## src/rtl/yc422_embsync_tx.sv

```systemverilog
// 4:4:4 to 4:2:2 Y/C transmitter with embedded EAV/SAV timing codes.
// Two-stage pipeline: classify and register, then chroma/clip/code mux.
module yc422_embsync_tx #(
    parameter int PERIOD_X = 864,
    parameter int ACTIVE_W = 720,
    parameter int ACTIVE_H = 576
) (
    input  logic        pixelclk_is,
    input  logic        reset_is,
    input  logic [9:0]  YSTART_IM,
    input  logic [9:0]  XSTART_IM,
    input  logic [9:0]  ycount_im,
    input  logic [9:0]  xcount_im,
    input  logic [7:0]  Y_data_im,
    input  logic [7:0]  U_data_im,
    input  logic [7:0]  V_data_im,
    output logic [15:0] yc_data_om,
    output logic        de_om,
    output logic        sof_om,
    output logic [9:0]  xcount_om,
    output logic [9:0]  ycount_om
);

    localparam logic [10:0] PX = 11'(PERIOD_X);
    localparam logic [10:0] AW = 11'(ACTIVE_W);
    localparam logic [10:0] AH = 11'(ACTIVE_H);

    typedef enum logic [1:0] {
        CL_BLANK,
        CL_ACTIVE,
        CL_SAV,
        CL_EAV
    } cls_t;

    logic       win_latch;
    logic [9:0] xs_q, ys_q, xs, ys;

    assign win_latch = (xcount_im == 10'd0) && (ycount_im == 10'd0);

    // Window moves only at frame start; the latch cycle already sees it.
    assign xs = win_latch ? XSTART_IM : xs_q;
    assign ys = win_latch ? YSTART_IM : ys_q;

    always_ff @(posedge pixelclk_is) begin
        if (reset_is || win_latch) begin
            xs_q <= XSTART_IM;
            ys_q <= YSTART_IM;
        end
    end

    logic [10:0] x11, y11, xs11, ys11, xend, yend;
    logic        in_v, in_h, is_sav, is_eav;
    cls_t        cls;
    logic [1:0]  k;

    assign x11  = {1'b0, xcount_im};
    assign y11  = {1'b0, ycount_im};
    assign xs11 = {1'b0, xs};
    assign ys11 = {1'b0, ys};
    assign xend = xs11 + AW;
    assign yend = ys11 + AH;

    assign in_v   = (y11 >= ys11) && (y11 < yend);
    assign in_h   = (x11 >= xs11) && (x11 < xend);
    assign is_sav = (x11 + 11'd4 >= xs11) && (x11 < xs11);
    assign is_eav = (x11 >= xend) && (x11 <= xend + 11'd3)
                 && (xend + 11'd3 < PX);

    always_comb begin
        cls = CL_BLANK;
        k   = 2'd0;
        if (in_v && in_h) begin
            cls = CL_ACTIVE;
        end else if (is_sav) begin
            cls = CL_SAV;
            k   = 2'(x11 + 11'd4 - xs11);
        end else if (is_eav) begin
            cls = CL_EAV;
            k   = 2'(x11 - xend);
        end
    end

    cls_t       s1_cls;
    logic [1:0] s1_k;
    logic       s1_vb, s1_sof, s1_odd;
    logic [7:0] s1_y, s1_u, s1_v, hold_v;
    logic [9:0] s1_x, s1_yc;

    always_ff @(posedge pixelclk_is) begin
        if (reset_is) begin
            s1_cls <= CL_BLANK;
            s1_k   <= 2'd0;
            s1_vb  <= 1'b0;
            s1_sof <= 1'b0;
            s1_odd <= 1'b0;
            s1_y   <= 8'd0;
            s1_u   <= 8'd0;
            s1_v   <= 8'd0;
            s1_x   <= 10'd0;
            s1_yc  <= 10'd0;
            hold_v <= 8'd0;
        end else begin
            s1_cls <= cls;
            s1_k   <= k;
            s1_vb  <= !in_v;
            s1_sof <= (cls == CL_SAV) && (k == 2'd0) && (y11 == ys11);
            s1_odd <= xcount_im[0] ^ xs[0];
            s1_y   <= Y_data_im;
            s1_u   <= U_data_im;
            s1_v   <= V_data_im;
            s1_x   <= xcount_im;
            s1_yc  <= ycount_im;
            hold_v <= s1_v;
        end
    end

    function automatic logic [7:0] clip(input logic [7:0] d);
        if (d == 8'h00) return 8'h01;
        if (d == 8'hFF) return 8'hFE;
        return d;
    endfunction

    logic [7:0] cb, cr, c_raw, xy, code;
    logic       h;

    // Cb pairs stage-1 sample with live look-ahead; Cr with held V.
    assign cb = 8'(({1'b0, s1_u} + {1'b0, U_data_im} + 9'd1) >> 1);
    assign cr = 8'(({1'b0, hold_v} + {1'b0, s1_v} + 9'd1) >> 1);
    assign c_raw = s1_odd ? cr : cb;
    assign h  = (s1_cls == CL_EAV);
    assign xy = {1'b1, 1'b0, s1_vb, h, s1_vb ^ h, h, s1_vb, s1_vb ^ h};

    always_comb begin
        code = 8'h00;
        unique case (s1_k)
            2'd0: code = 8'hFF;
            2'd1: code = 8'h00;
            2'd2: code = 8'h00;
            2'd3: code = xy;
        endcase
    end

    always_ff @(posedge pixelclk_is) begin
        if (reset_is) begin
            yc_data_om <= 16'h1080;
            de_om      <= 1'b0;
            sof_om     <= 1'b0;
            xcount_om  <= 10'd0;
            ycount_om  <= 10'd0;
        end else begin
            de_om      <= (s1_cls == CL_ACTIVE);
            sof_om     <= s1_sof;
            xcount_om  <= s1_x;
            ycount_om  <= s1_yc;
            unique case (s1_cls)
                CL_ACTIVE: yc_data_om <= {clip(s1_y), clip(c_raw)};
                CL_SAV:    yc_data_om <= {code, code};
                CL_EAV:    yc_data_om <= {code, code};
                CL_BLANK:  yc_data_om <= 16'h1080;
            endcase
        end
    end

endmodule

```

## config.mk

```make
export PLATFORM = sky130hd
export DESIGN_NAME = yc422_embsync_tx
export DESIGN_NICKNAME = d
export VERILOG_FILES = /design/src/rtl/yc422_embsync_tx.sv
export SDC_FILE = /design/constraint.sdc
export NUM_CORES = 1
export LEC_CHECK = 0
export ABC_AREA = 1
export CAP_MARGIN = 20
export CORE_MARGIN = 2
export CORE_UTILIZATION = 30
export CTS_BUF_LIST = sky130_fd_sc_hd__clkbuf_8
export CTS_CLUSTER_SIZE = 10
export DETAILED_ROUTE_END_ITERATION = 12
export PLACE_DENSITY = 0.55
export REMOVE_ABC_BUFFERS = 1
export SLEW_MARGIN = 20
export SYNTH_ARGS = -nofsm -noshare
export SYNTH_HDL_FRONTEND = slang
export SYNTH_SLANG_ARGS = --single-unit
```

## constraint.sdc

```tcl
create_clock -name pixelclk_is -period 4.8 [get_ports pixelclk_is]
set_clock_uncertainty 0.2 [all_clocks]
set_input_delay 0.96 -clock pixelclk_is [delete_from_list [all_inputs] [get_ports pixelclk_is]]
set_output_delay 0.96 -clock pixelclk_is [all_outputs]
set_load 0.01 [all_outputs]
```

After elaboration in Yosys (flattened, before gate mapping)
Cells that the tools add are included.
{"block": "word_totals", "ff_bits": 117, "inputBits": 66, "out_inout_bits": 38, "word_cells": 102}
{"block": "classes", "n_addsub": 10, "magnitude_cmp": 9, "eq_ne": 10, "n_mux": 33, "n_bitwise": 2, "reduce_logical": 20}
{"cell": "$mux W8", "count": 9}
{"cell": "$pmux W16 S3", "count": 1}
{"cell": "$pmux W8 S3", "count": 1}
{"cell": "$add A10 B10 Y11 const B", "count": 2}
{"cell": "$lt A10 B11 Y1", "count": 2}
{"cell": "$ge A10 B10 Y1", "count": 2}
{"cell": "$logic_not A10 Y1", "count": 2}
{"cell": "$mux W10", "count": 2}
{"cell": "$add A8 B8 Y9", "count": 2}
{"cell": "$add A9 B1 Y9 const B", "count": 2}
{"cell": "$eq A8 B8 Y1 const B", "count": 2}
{"cell": "$logic_not A8 Y1", "count": 2}
{"cell": "$mux W1", "count": 14}
{"cell": "$mux W2", "count": 6}
{"cell": "$add A10 B3 Y11 const B", "count": 1}
{"cell": "$add A11 B2 Y11 const B", "count": 1}
{"cell": "$ge A10 B11 Y1", "count": 1}
{"cell": "$ge A11 B10 Y1", "count": 1}
{"cell": "$le A10 B11 Y1", "count": 1}
{"cell": "$lt A11 B10 Y1 const B", "count": 1}
{"cell": "$eq A10 B10 Y1", "count": 1}
{"cell": "$eq A2 B2 Y1 const B", "count": 5}
{"cell": "$lt A10 B10 Y1", "count": 1}
{"cell": "$logic_and A1 B1 Y1", "count": 9}
{"cell": "other kinds (7)", "count": 13}

Depth between registers and ports, before layout
{"block": "depth", "word_depth": 14, "depth_mapped": 27}

Least setup slack after synthesis
Ideal clock, no wire load.
{"block": "synth_timing", "path_kind": "input port to flip-flop", "start": "input xcount_im[2]", "end": "register s1_sof", "setup_ns": 0.064, "arrival_time_ns": 3.795, "t_required_ns": 4.536, "slack_ns": 0.741, "cell_stages": 27, "path_buffers": 1, "cell_sequence": "inv_1 > ha_1 > nand2_1 > nor2_8 > nand3_4 > buf_6 > nand2_2 > nand2_2 > ha_1 > inv_1 > nand4_1 > clkinv_1 > nand2_1 > nand2_1 > ha_1 > nand2_1 > nor2_1 > nand2_1 > o211ai_1 > nand2_1 > a21boi_0 > o21a_1 > nor3_2 > nand2_1 > nand2_1 > nand2_2 > nor2_1"}
{"block": "synth_via", "elab_chain_cells": 14}
{"element": "start: declaration", "line_no": "13", "text": "input logic [9:0] xcount_im,"}
{"element": "$logic_not A10 Y1", "line_no": "38", "text": "assign win_latch = (xcount_im == 10'd0) && (ycount_im == 10'd0);"}
{"element": "$logic_and A1 B1 Y1", "line_no": "38"}
{"element": "$mux W10", "line_no": "41", "text": "assign xs = win_latch ? XSTART_IM : xs_q;"}
{"element": "$add A10 B10 Y11", "line_no": "60", "text": "assign xend = xs11 + AW;"}
{"element": "$add A11 B2 Y11", "line_no": "66, 67"}
{"element": "$le A10 B11 Y1", "line_no": "66", "text": "assign is_eav = (x11 >= xend) && (x11 <= xend + 11'd3)"}
{"element": "$logic_and A1 B1 Y1", "line_no": "66"}
{"element": "$logic_and A1 B1 Y1", "line_no": "67", "text": "&& (xend + 11'd3 < PX);"}
{"element": "$mux W2", "line_no": "77", "text": "end else if (is_eav) begin"}
{"element": "$mux W2", "line_no": "74", "text": "end else if (is_sav) begin"}
{"element": "$mux W2", "line_no": "72", "text": "if (in_v && in_h) begin"}
{"element": "$eq A2 B2 Y1 or $logic_not A2 Y1 (tied branches)", "line_no": "106", "text": "s1_sof <= (cls == CL_SAV) && (k == 2'd0) && (y11 == ys11);"}
{"element": "$logic_and A1 B1 Y1", "line_no": "106"}
{"element": "$logic_and A1 B1 Y1 *", "line_no": "106"}
{"element": "end signal: assignment", "line_no": "106"}
{"element": "end: declaration", "line_no": "85", "text": "logic s1_vb, s1_sof, s1_odd;"}
Mark *: on every way between the ends. The rest lies on a longest branch, timed or not.
A chain may end at the register's enable or synchronous reset.

Worst setup path in the final report
{"block": "layout_timing", "start": "input xcount_im[3]", "end": "register s1_sof"}
Same word-level chain as after synthesis.

==> metrics <==
Placed Cells 1198; crit path max fanout 12; Final Hold Viols 0; FP Rows 53; largest net degree at the start of global routing 79; hpwl dp 11.61 mm; Final TNS setup 0 ns; total CTS buffers 17; ANT cells 0; Area Overhead vs Synth 29.50%; pins over their slew limit 0; register area share after synthesis 39.75%; drc violations 0; DIE AREA ~23000 µm²; min-delay worst type flip-flop to flip-flop; CTS clk-pin slew, worst paths 0.07 ns; number of synthesized flops with an enable pin 20; dpl ws between 0.06 and 0.07 ns; commonest non-fill, non-tap cell in the layout inv_1; critical register-to-register path startpoint ys_q[6]; outcome complete, no violations; Starting DRT DRC Count ~250; post_cts resized 0; Synthesis Warnings 0; synthesized area about 6400 µm²; initial core utilization between 30% and 40%; max_cap viols 0; FMAX 234.4 MHz; die height around 150 µm; worst slew pin tran 0.8939 ns; PD cells 301.5 nW/µm²; GRT met1 Usage 16.91%; Main synth FF type dfxtp_1; final setup vio count 0; arrival time worst endpoint between 4 and 5 ns; commonest cells after routing, fill and taps aside inv_1, nand2_1, nor2_1; initial antenna violation count 0; Sink Count roughly 120; drt via density about 4.3; Int Pwr approximately 1.7 mW; top cells by area, synth dfxtp_1, ha_1, edfxtp_1, inv_1, nand2_1; Async S/R FF share, synth 0%; Max IR drop VDD roughly 0.14 mV; RSZ-0062 raised after global routing false; post-route ant nets 0; Tot GR Track Use 13.66%; IO buf count between 100 and 150; GRT Max-Usage Layer met2; Startpoint Class input pin; R2R setup slack roughly 1.9 ns; period utilisation layout between 80 and 90%; Max-slew headroom between 40% and 50%; Root Buffer clkbuf_8; Synth area leader dfxtp_1; Crit. End Element flip-flop; Mapped Cells approximately 810; # hold bufs at CTS 0; Required @ worst endpoint between 4 and 5 ns; CTS tree yes; final cell count without fillers 1230; Yosys reg bits ~120; Final Cell Area between 8000 and 9000 µm²; clock group share of total power 35.1%; Core ar. about 21000 µm²; met3 Use GR ~2.9%; layout cells sized above 1 10.58%; DP Area just under 8000 µm²; drt pass-1 iters 4; hold path start s1_x[1]; post-route setup slack between 0.5 and 0.6 ns; Post-CTS Setup Bufs 0; sequential share of power about 43%; vias in the first global route between 5000 and 6000; GRT overflow 0; wire length per cell around 12 µm; die width around 150 µm; Leakage ~4 nW; Clk Latency, worst-skew pair around 0.44 ns; GR Util met2 a little under a quarter; crit path kind input pin to flip-flop; combinational share of power between 20% and 30%; CP Launch Point xcount_im[3]; vias around 5200; clock buffer depth 2; htree depth 4; min Tclk post-route 4.267 ns; I/O pin count 104; Sw Pwr a little under 0.8 mW; first-pass GRT wire length ~24 mm; Synth top area share 30.36%; Sw Ratio 30.89%; GP Congestion 0.8215; final WL roughly 15 mm; Avg Synthesized Cell Area just under 8 µm²; Netlist cell types around 50; Layout Nets between 1000 and 1500
==> worst max-delay path, cell delays in order <==
cell and delay, ns:
clkdlybuf4s50_1 0.42, inv_1 0.10, ha_1 0.23, nand2_1 0.16
nor2_8 0.17, nand3_4 0.18, nand2_1 0.12, nand2_2 0.06
ha_1 0.34, inv_1 0.07, nand3_1 0.14, nor2_4 0.13
nand4_1 0.10, nand2_1 0.11, inv_1 0.05, ha_1 0.28
a21boi_0 0.13, o21a_1 0.18, nor3_2 0.20, nand2_1 0.08
nand2_1 0.07, nand2_2 0.07, nor2_1 0.09
==> final cells by class <==
| cell class | instances | area, µm² |
|---|---|---|
| clock buffers | 17 | 234.0 |
| clock inverters | 15 | 143.9 |
| fillers | 2198 | 12670 |
| inverters | 160 | 600.6 |
| multi-input cells | 518 | 3204 |
| flip-flops and latches | 117 | 2542 |
| well taps | 275 | 344.1 |
| repair buffers | 128 | 1214 |
==> cell usage after synthesis, drive strengths merged, types with 2 or more instances <==
library cell and count:
inv 159, nand2 142, nor2 120, dfxtp 97, ha 69, a21oi 35, o21ai 31, nand3 30
nand4 23, edfxtp 20, xor2 13, clkbuf 9, nor3 7, mux2i 6, o211ai 5, o21a 5
nand3b 4, or2 4, xnor2 4, fa 3, o21bai 3, buf 2, nor4 2, o22ai 2
==> power by group through the flow <==
stage	Clock, mW	Combinational [mW]	Sequential, mW
2_1_floorplan	0	0.313	1.11
3_3_place_gp	0	0.535	1.11
3_5_place_dp	0	0.542	1.11
4_1_cts	0.909	0.547	1.08
5_1_grt	0.958	0.616	1.09
6_report	0.875	0.539	1.08
==> routing by layer <==
metal  wire length, µm  vias to the layer above
li1                  -                     2836
met1              6858                     2306
met2              7038                       87
met3               526                       16
met4               278                        0
met5                 0                        -
==> cell families after synthesis <==
kind of cell | synth area share [%]
flops | 39.75
simple gates | 24.20
compound gates | 7.962
fa+ha+maj | 14.44
mux | 1.174
xor+xnor | 2.328
buf+inv | 10.15
==> per-stage QoR <==
step                      hold slack [ns]  power, mW  util [%]
after detailed placement           0.1931      1.649     37.72
after floorplan                    0.1883      1.425         -
after global placement             0.1904      1.642     37.72
final                              0.2023      2.497     39.53
after CTS                          0.2037      2.540     39.53
after global routing               0.2163      2.663     39.53
==> state kept, by name, summed over array words and instances, names as in the netlist, 10 cells and up <==
| name | cells |
|---|---|
| yc_data_om | 16 |
| s1_x | 10 |
| s1_yc | 10 |
| xcount_om | 10 |
| xs_q | 10 |
| ycount_om | 10 |
| ys_q | 10 |
==> worst paths after layout <==
check	end	depth (start not counted)
max reg2reg	s1_sof	15
min	xcount_om[1]	2
max	s1_sof	23
min reg2reg	xcount_om[1]	2
Power figures use the tool's default switching activity.
